File: src/rtl/i2s_pkg.sv
// i2s_pkg: shared types and frame-size helpers for the I2S/TDM transmitter
package i2s_pkg;
    typedef enum logic {I2S_STD, I2S_LJ} i2s_format_e;
    typedef enum logic [1:0] {IDLE, PRIME, RUN, STOPPING} i2s_tx_state_e;
    localparam int DEF_NUM_CH = 2;
    localparam int DEF_SLOT_BIT = 32;
    localparam int FRAME_BIT = DEF_NUM_CH * DEF_SLOT_BIT;
    function automatic int frame_bits(input int num_ch, input int slot_bit);
        return num_ch * slot_bit;
    endfunction
endpackage

File: src/rtl/i2s_frame_fifo.sv
// i2s_frame_fifo: single-clock frame FIFO (push/pop, full/empty/level); async active-high reset flushes it
module i2s_frame_fifo #(
    parameter int WIDTH = 32,
    parameter int DEPTH = 4
) (
    input  logic                           clk,
    input  logic                           reset,
    input  logic                           push,
    input  logic                           pop,
    input  logic [WIDTH-1:0]               din,
    output logic [WIDTH-1:0]               dout,
    output logic                           full,
    output logic                           empty,
    output logic [$clog2(DEPTH+1)-1:0]     level
);
    localparam int AW = (DEPTH > 1) ? $clog2(DEPTH) : 1;
    localparam int LW = $clog2(DEPTH + 1);
    logic [WIDTH-1:0] mem [DEPTH];
    logic [AW-1:0] wr_ptr, rd_ptr;
    logic wr_en, rd_en;
    assign full  = level == LW'(DEPTH);
    assign empty = level == '0;
    assign wr_en = push & ~full;
    assign rd_en = pop & ~empty;
    assign dout  = mem[rd_ptr];
    function automatic logic [AW-1:0] inc(input logic [AW-1:0] p);
        return (p == AW'(DEPTH - 1)) ? '0 : p + AW'(1);
    endfunction
    always_ff @(posedge clk or posedge reset) begin
        if (reset) begin
            wr_ptr <= '0;
            rd_ptr <= '0;
            level  <= '0;
        end else begin
            wr_ptr <= wr_en ? inc(wr_ptr) : wr_ptr;
            rd_ptr <= rd_en ? inc(rd_ptr) : rd_ptr;
            level  <= level + LW'(wr_en) - LW'(rd_en);
        end
    end
    always_ff @(posedge clk) begin
        if (wr_en)
            mem[wr_ptr] <= din;
    end
endmodule

File: src/rtl/i2s_tx_fifo.sv
// i2s_tx_fifo: I2S/left-justified/TDM serialiser fed by a frame FIFO; frame_* handshake in, tx_* serial out, fifo_level/underrun status
module i2s_tx_fifo
    import i2s_pkg::*;
#(
    parameter int DATA_BIT        = 16,
    parameter int SLOT_BIT        = 32,
    parameter int NUM_CH          = 2,
    parameter int MCLK_SCLK_RATIO = 8,
    parameter int FIFO_DEPTH      = 4,
    parameter int FORMAT          = 0
) (
    input  logic                               clk,
    input  logic                               reset,
    input  logic                               enable,
    input  logic [NUM_CH*DATA_BIT-1:0]         frame_data,
    input  logic                               frame_valid,
    output logic                               frame_ready,
    output logic [$clog2(FIFO_DEPTH+1)-1:0]    fifo_level,
    output logic                               underrun,
    output logic                               tx_mclk,
    output logic                               tx_sclk,
    output logic                               tx_lrclk,
    output logic                               tx_sd
);
    localparam int N_BIT = frame_bits(NUM_CH, SLOT_BIT);
    localparam int FW = NUM_CH * DATA_BIT;
    localparam int DW = (MCLK_SCLK_RATIO > 1) ? $clog2(MCLK_SCLK_RATIO) : 1;
    localparam int BW = $clog2(N_BIT);
    localparam bit LJ = (FORMAT == int'(I2S_LJ));
    i2s_tx_state_e state, state_n;
    logic [DW-1:0] div;
    logic [BW-1:0] bit_cnt, bit_nxt;
    logic [N_BIT-1:0] shift, frame_fmt;
    logic [FW-1:0] fifo_dout;
    logic fifo_full, fifo_empty, sd_d, lrclk_q, underrun_q;
    logic active, wrap, frame_end, start, load;
    i2s_frame_fifo #(.WIDTH(FW), .DEPTH(FIFO_DEPTH)) u_fifo (
        .clk   (clk),
        .reset (reset),
        .push  (frame_valid & frame_ready),
        .pop   (load),
        .din   (frame_data),
        .dout  (fifo_dout),
        .full  (fifo_full),
        .empty (fifo_empty),
        .level (fifo_level)
    );
    // each slot carries its sample left-aligned with zero padding below
    for (genvar c = 0; c < NUM_CH; c++) begin : g_slot
        assign frame_fmt[N_BIT-1-c*SLOT_BIT -: SLOT_BIT] =
            SLOT_BIT'(fifo_dout[FW-1-c*DATA_BIT -: DATA_BIT]) << (SLOT_BIT - DATA_BIT);
    end
    assign active    = state == RUN || state == STOPPING;
    assign wrap      = active && div == DW'(MCLK_SCLK_RATIO - 1);
    assign frame_end = wrap && bit_cnt == BW'(N_BIT - 1);
    assign bit_nxt   = (bit_cnt == BW'(N_BIT - 1)) ? '0 : bit_cnt + BW'(1);
    assign start     = state == PRIME && state_n == RUN;
    assign load      = start || (frame_end && state_n == RUN);
    always_comb begin
        state_n = state;
        case (state)
            IDLE:     state_n = enable ? PRIME : IDLE;
            PRIME:    state_n = !enable ? IDLE : (fifo_level != '0) ? RUN : PRIME;
            RUN:      state_n = enable ? RUN : frame_end ? IDLE : STOPPING;
            STOPPING: state_n = enable ? RUN : frame_end ? IDLE : STOPPING;
            default:  state_n = IDLE;
        endcase
    end
    always_ff @(posedge clk or posedge reset) begin
        if (reset) begin
            state      <= IDLE;
            div        <= '0;
            bit_cnt    <= '0;
            shift      <= '0;
            sd_d       <= 1'b0;
            lrclk_q    <= 1'b0;
            underrun_q <= 1'b0;
        end else begin
            state      <= state_n;
            underrun_q <= load && fifo_empty;
            if (start) begin
                div     <= '0;
                bit_cnt <= '0;
                shift   <= frame_fmt;
                sd_d    <= 1'b0;
                lrclk_q <= 1'b0;
            end else if (active) begin
                div <= wrap ? '0 : div + DW'(1);
                if (wrap) begin
                    bit_cnt <= bit_nxt;
                    shift   <= load ? (fifo_empty ? '0 : frame_fmt) : shift << 1;
                    // I2S delay flop: each bit reappears one sclk later, so the
                    // last bit of a frame lands in bit 0 of the next one
                    sd_d    <= shift[N_BIT-1];
                    lrclk_q <= bit_nxt >= BW'(N_BIT / 2);
                end
            end else begin
                div     <= '0;
                bit_cnt <= '0;
                sd_d    <= 1'b0;
                lrclk_q <= 1'b0;
            end
        end
    end
    assign frame_ready = ~reset & ~fifo_full;
    assign underrun    = underrun_q;
    assign tx_mclk     = clk & ~reset;
    assign tx_sclk     = active && div >= DW'(MCLK_SCLK_RATIO / 2);
    assign tx_lrclk    = lrclk_q;
    assign tx_sd       = active && (LJ ? shift[N_BIT-1] : sd_d);
endmodule

File: config.mk
export PLATFORM = sky130hd
export DESIGN_NAME = i2s_tx_fifo
export DESIGN_NICKNAME = d
export VERILOG_FILES = /design/src/rtl/i2s_pkg.sv /design/src/rtl/i2s_frame_fifo.sv /design/src/rtl/i2s_tx_fifo.sv
export SDC_FILE = /design/constraint.sdc
export NUM_CORES = 1
export LEC_CHECK = 0
export ABC_AREA = 1
export ABC_CLOCK_PERIOD_IN_PS = 3200
export CORE_AREA = 2 2 194 196
export DETAILED_ROUTE_END_ITERATION = 8
export DIE_AREA = 0 0 196 198
export HOLD_SLACK_MARGIN = 0.03
export PLACE_DENSITY = 0.36
export SLEW_MARGIN = 0
export SYNTH_ARGS = -nofsm -noshare
export SYNTH_HDL_FRONTEND = slang
export SYNTH_HIERARCHICAL = 1
export SYNTH_SLANG_ARGS = --single-unit
File: constraint.sdc
create_clock -name clk -period 3.2 [get_ports clk]
set_input_delay 0.32 -clock clk [delete_from_list [all_inputs] [get_ports clk]]
set_output_delay 0.32 -clock clk [all_outputs]
set_load 0.02 [all_outputs]
==> impl_results.md <==
- Cell row count: slightly above 70
- Initial antenna violation count: 0
- Async SR Flop Fraction: 0.350
- Fraction of layout instances using a drive strength above 1: 0.0764
- Overflow after GRT: 0
- Slew Limit Fails: 0
- Top cell by count, worst path: clkbuf_16
- Register area share after synthesis: 0.614
- Placed Instances: roughly 1500
- Mapped Cells: 957
- Predominant post-synthesis flop cell: edfxtp_1
- Max Clock Skew: just over 10 ps
- CP max-delay cell: clkdlybuf4s50_1
- Leakage: between 4 and 5 nW
- Synthesized flop and latch total: around 200
- Synth top cells by count: 436 x nand2_1, 128 x edfxtp_1, 128 x inv_1, 69 x dfrtp_1, 64 x o211ai_1
- Worst-path clk slew: 80 ps
- CORE AREA: 37000 sq um
- R2r worst-path depth: 14
- Largest stage delay on the critical path: 530 ps
- Final core occ: 0.288
- Clock Tree Root: clkbuf_16
- CP endpoint kind: primary output
- RSZ-0062 raised after global routing: false
- CP startpoint: clk
- Crit path launch type: clock port
- Main area contributors after synthesis: edfxtp_1 42%, dfrtp_1 19%, nand2_1 18%
- Initial core utilization: 0.246
- Vias in the first global route: about 6100
- Total number of vias: 6013
- Max IR drop VDD: 336 uV
- Slew @ Worst Pin: approximately 720 ps
- Final Non-Filler Cells: 1482
- DRT iter0 DRCs: 256
- Hold Crit Class: in -> async
- Drt pass-1 iters: 6
- Die ar.: just under 40000 sq um
- Status: finished, final reports clean
- Reg2Reg Setup Slack: roughly 610 ps
- HPWL Detailed: around 13000 microns
- Post-synth cell types: 32
- CP Capture Point: tx_mclk
- CTS buffer count: 17
- IO Port Bufs: between 40 and 50
- Post-synthesis cell area: 9070 sq um
- Clock buffer depth: 2
- Reg-to-Reg End: u_fifo/level[2]
- N_diodes: 0
- Hold buffers post-CTS: 0
- Post-CTS resize count: 0
- PD cells: approximately 550 nW/um^2
- CP Class: clk -> out
- Total power: 0.00589 W
- First-pass GRT wire length: 34200 microns
- Postcts setup bufs: 0
- DR vias/cell: 4.06
- Drt total wl: 21200 microns
- Avg Cell Area, Syn: ~9.5 sq um
- Critical path peak fanout: 16
- Crit path DAT: 2630 ps
- Worst Path Required: between 2000 and 3000 ps
- Routed Antenna Nets: 0
- DRC Markers: 0
- Chip width: 196 microns
- Gr usage total: 0.116
- Die Height: around 200 microns
- Normalized max-slew margin: 0.517
- Synth area leader: edfxtp_1
- CTS tree: done
- Worst skew pair latency: 440 ps
- Layout area overhead: 17.2%
- Largest net degree at the start of global routing: 61
- Setup_tns: 0 ps
- RePlAce Congestion: 0.698
- Worst-path cell chain: clkbuf_16, clkbuf_16, inv_1, nor2_1, clkdlybuf4s50_1
- Final Hold Viols: 0
- Top Ports: 45
- Yosys warns: 6
- Endpoints failing setup: 0
- Most numerous cell in the Yosys netlist: nand2_1
- Nets@finish: approximately 1000
- Yosys top cell area share: 0.424
- Post-DR wirelength/cell: 14.3 microns
- EDFF count, synth: 128
- Worst R2R Start: div[0]
- CTS H-tree lvls: 4
- Max-Cap Viols: 0
- Post-synth net total: 1004
cells by family after synthesis:
logic type,count (synthesis),synth area share
and+or+nand+nor,496,0.219
DFF,197,0.614
buffers and inverters,175,0.0862
AOI/OAI and AO/OA,76,0.0627
adders and majority gates,11,0.0160
xor gates and xnor gates,2,0.00193
stage by stage:
step	hold slack, ps	setup WS (ps)	cell area, sq um
after floorplan	123	186	9070
after global placement	421	658	10100
after detailed placement	435	622	10100
after CTS	217	221	10600
after global routing	257	174	10600
final	230	252	10600
layer usage:
metal	wire length (microns)	vias to the layer above	global-route usage	share of wire
met3	504	21	0.0281	0.024
met2	9840	50	0.191	0.46
met1	10400	2824	0.149	0.49
met4	475	0	0.0415	0.022
met5	0	-	0	0
li1	-	3118	-	-
worst max-delay path: cells and delay by family:
kind / cells / cell delay, ps
and+or+nand+nor: 1 / 30
buffers and inverters: 4 / 980
cell usage in the layout (no fill, tap or decap), types with 12 or more instances in the layout:
cell type / instances
nor2_1: 12
o211ai_1: 64
inv_1: 127
edfxtp_1: 128
nand2_1: 436
nand3_1: 25
dfrtp_1: 68
clkbuf_16: 17
buf_4: 14
clkdlybuf4s50_1: 44
cell type report:
| type | instances | area (sq um) |
|---|---|---|
| inverter | 130 | 489 |
| sequential | 197 | 5570 |
| tap | 474 | 593 |
| multi-input combinational | 585 | 2750 |
| fill | 3901 | 26300 |
| timing repair buffer | 62 | 636 |
| clock buffer | 21 | 467 |
| clock inverter | 13 | 120 |
registers in the layout, indices dropped and copies added, names as in the netlist, 2 cells and up:
register / count
bit_cnt: 6
div: 3
shift: 48
state: 2
u_fifo/level: 3
u_fifo/mem: 128
u_fifo/rd_ptr: 2
u_fifo/wr_ptr: 2
report_power, final:
part           total, W  internal [W]  switching (W)
sequential      0.00300       0.00293      0.0000708
combinational  0.000719      0.000238       0.000482
clock           0.00217       0.00115        0.00103
worst min-delay path by stage:
stage / endpoint / startpoint
6_report: u_fifo/wr_ptr[0] / reset
5_1_grt: u_fifo/wr_ptr[0] / reset
4_1_cts: u_fifo/wr_ptr[0] / reset
3_5_place_dp: div[0] / div[0]
3_3_place_gp: div[0] / div[0]
2_1_floorplan: u_fifo/level[0] / reset
(Power assumes the default switching activity.)
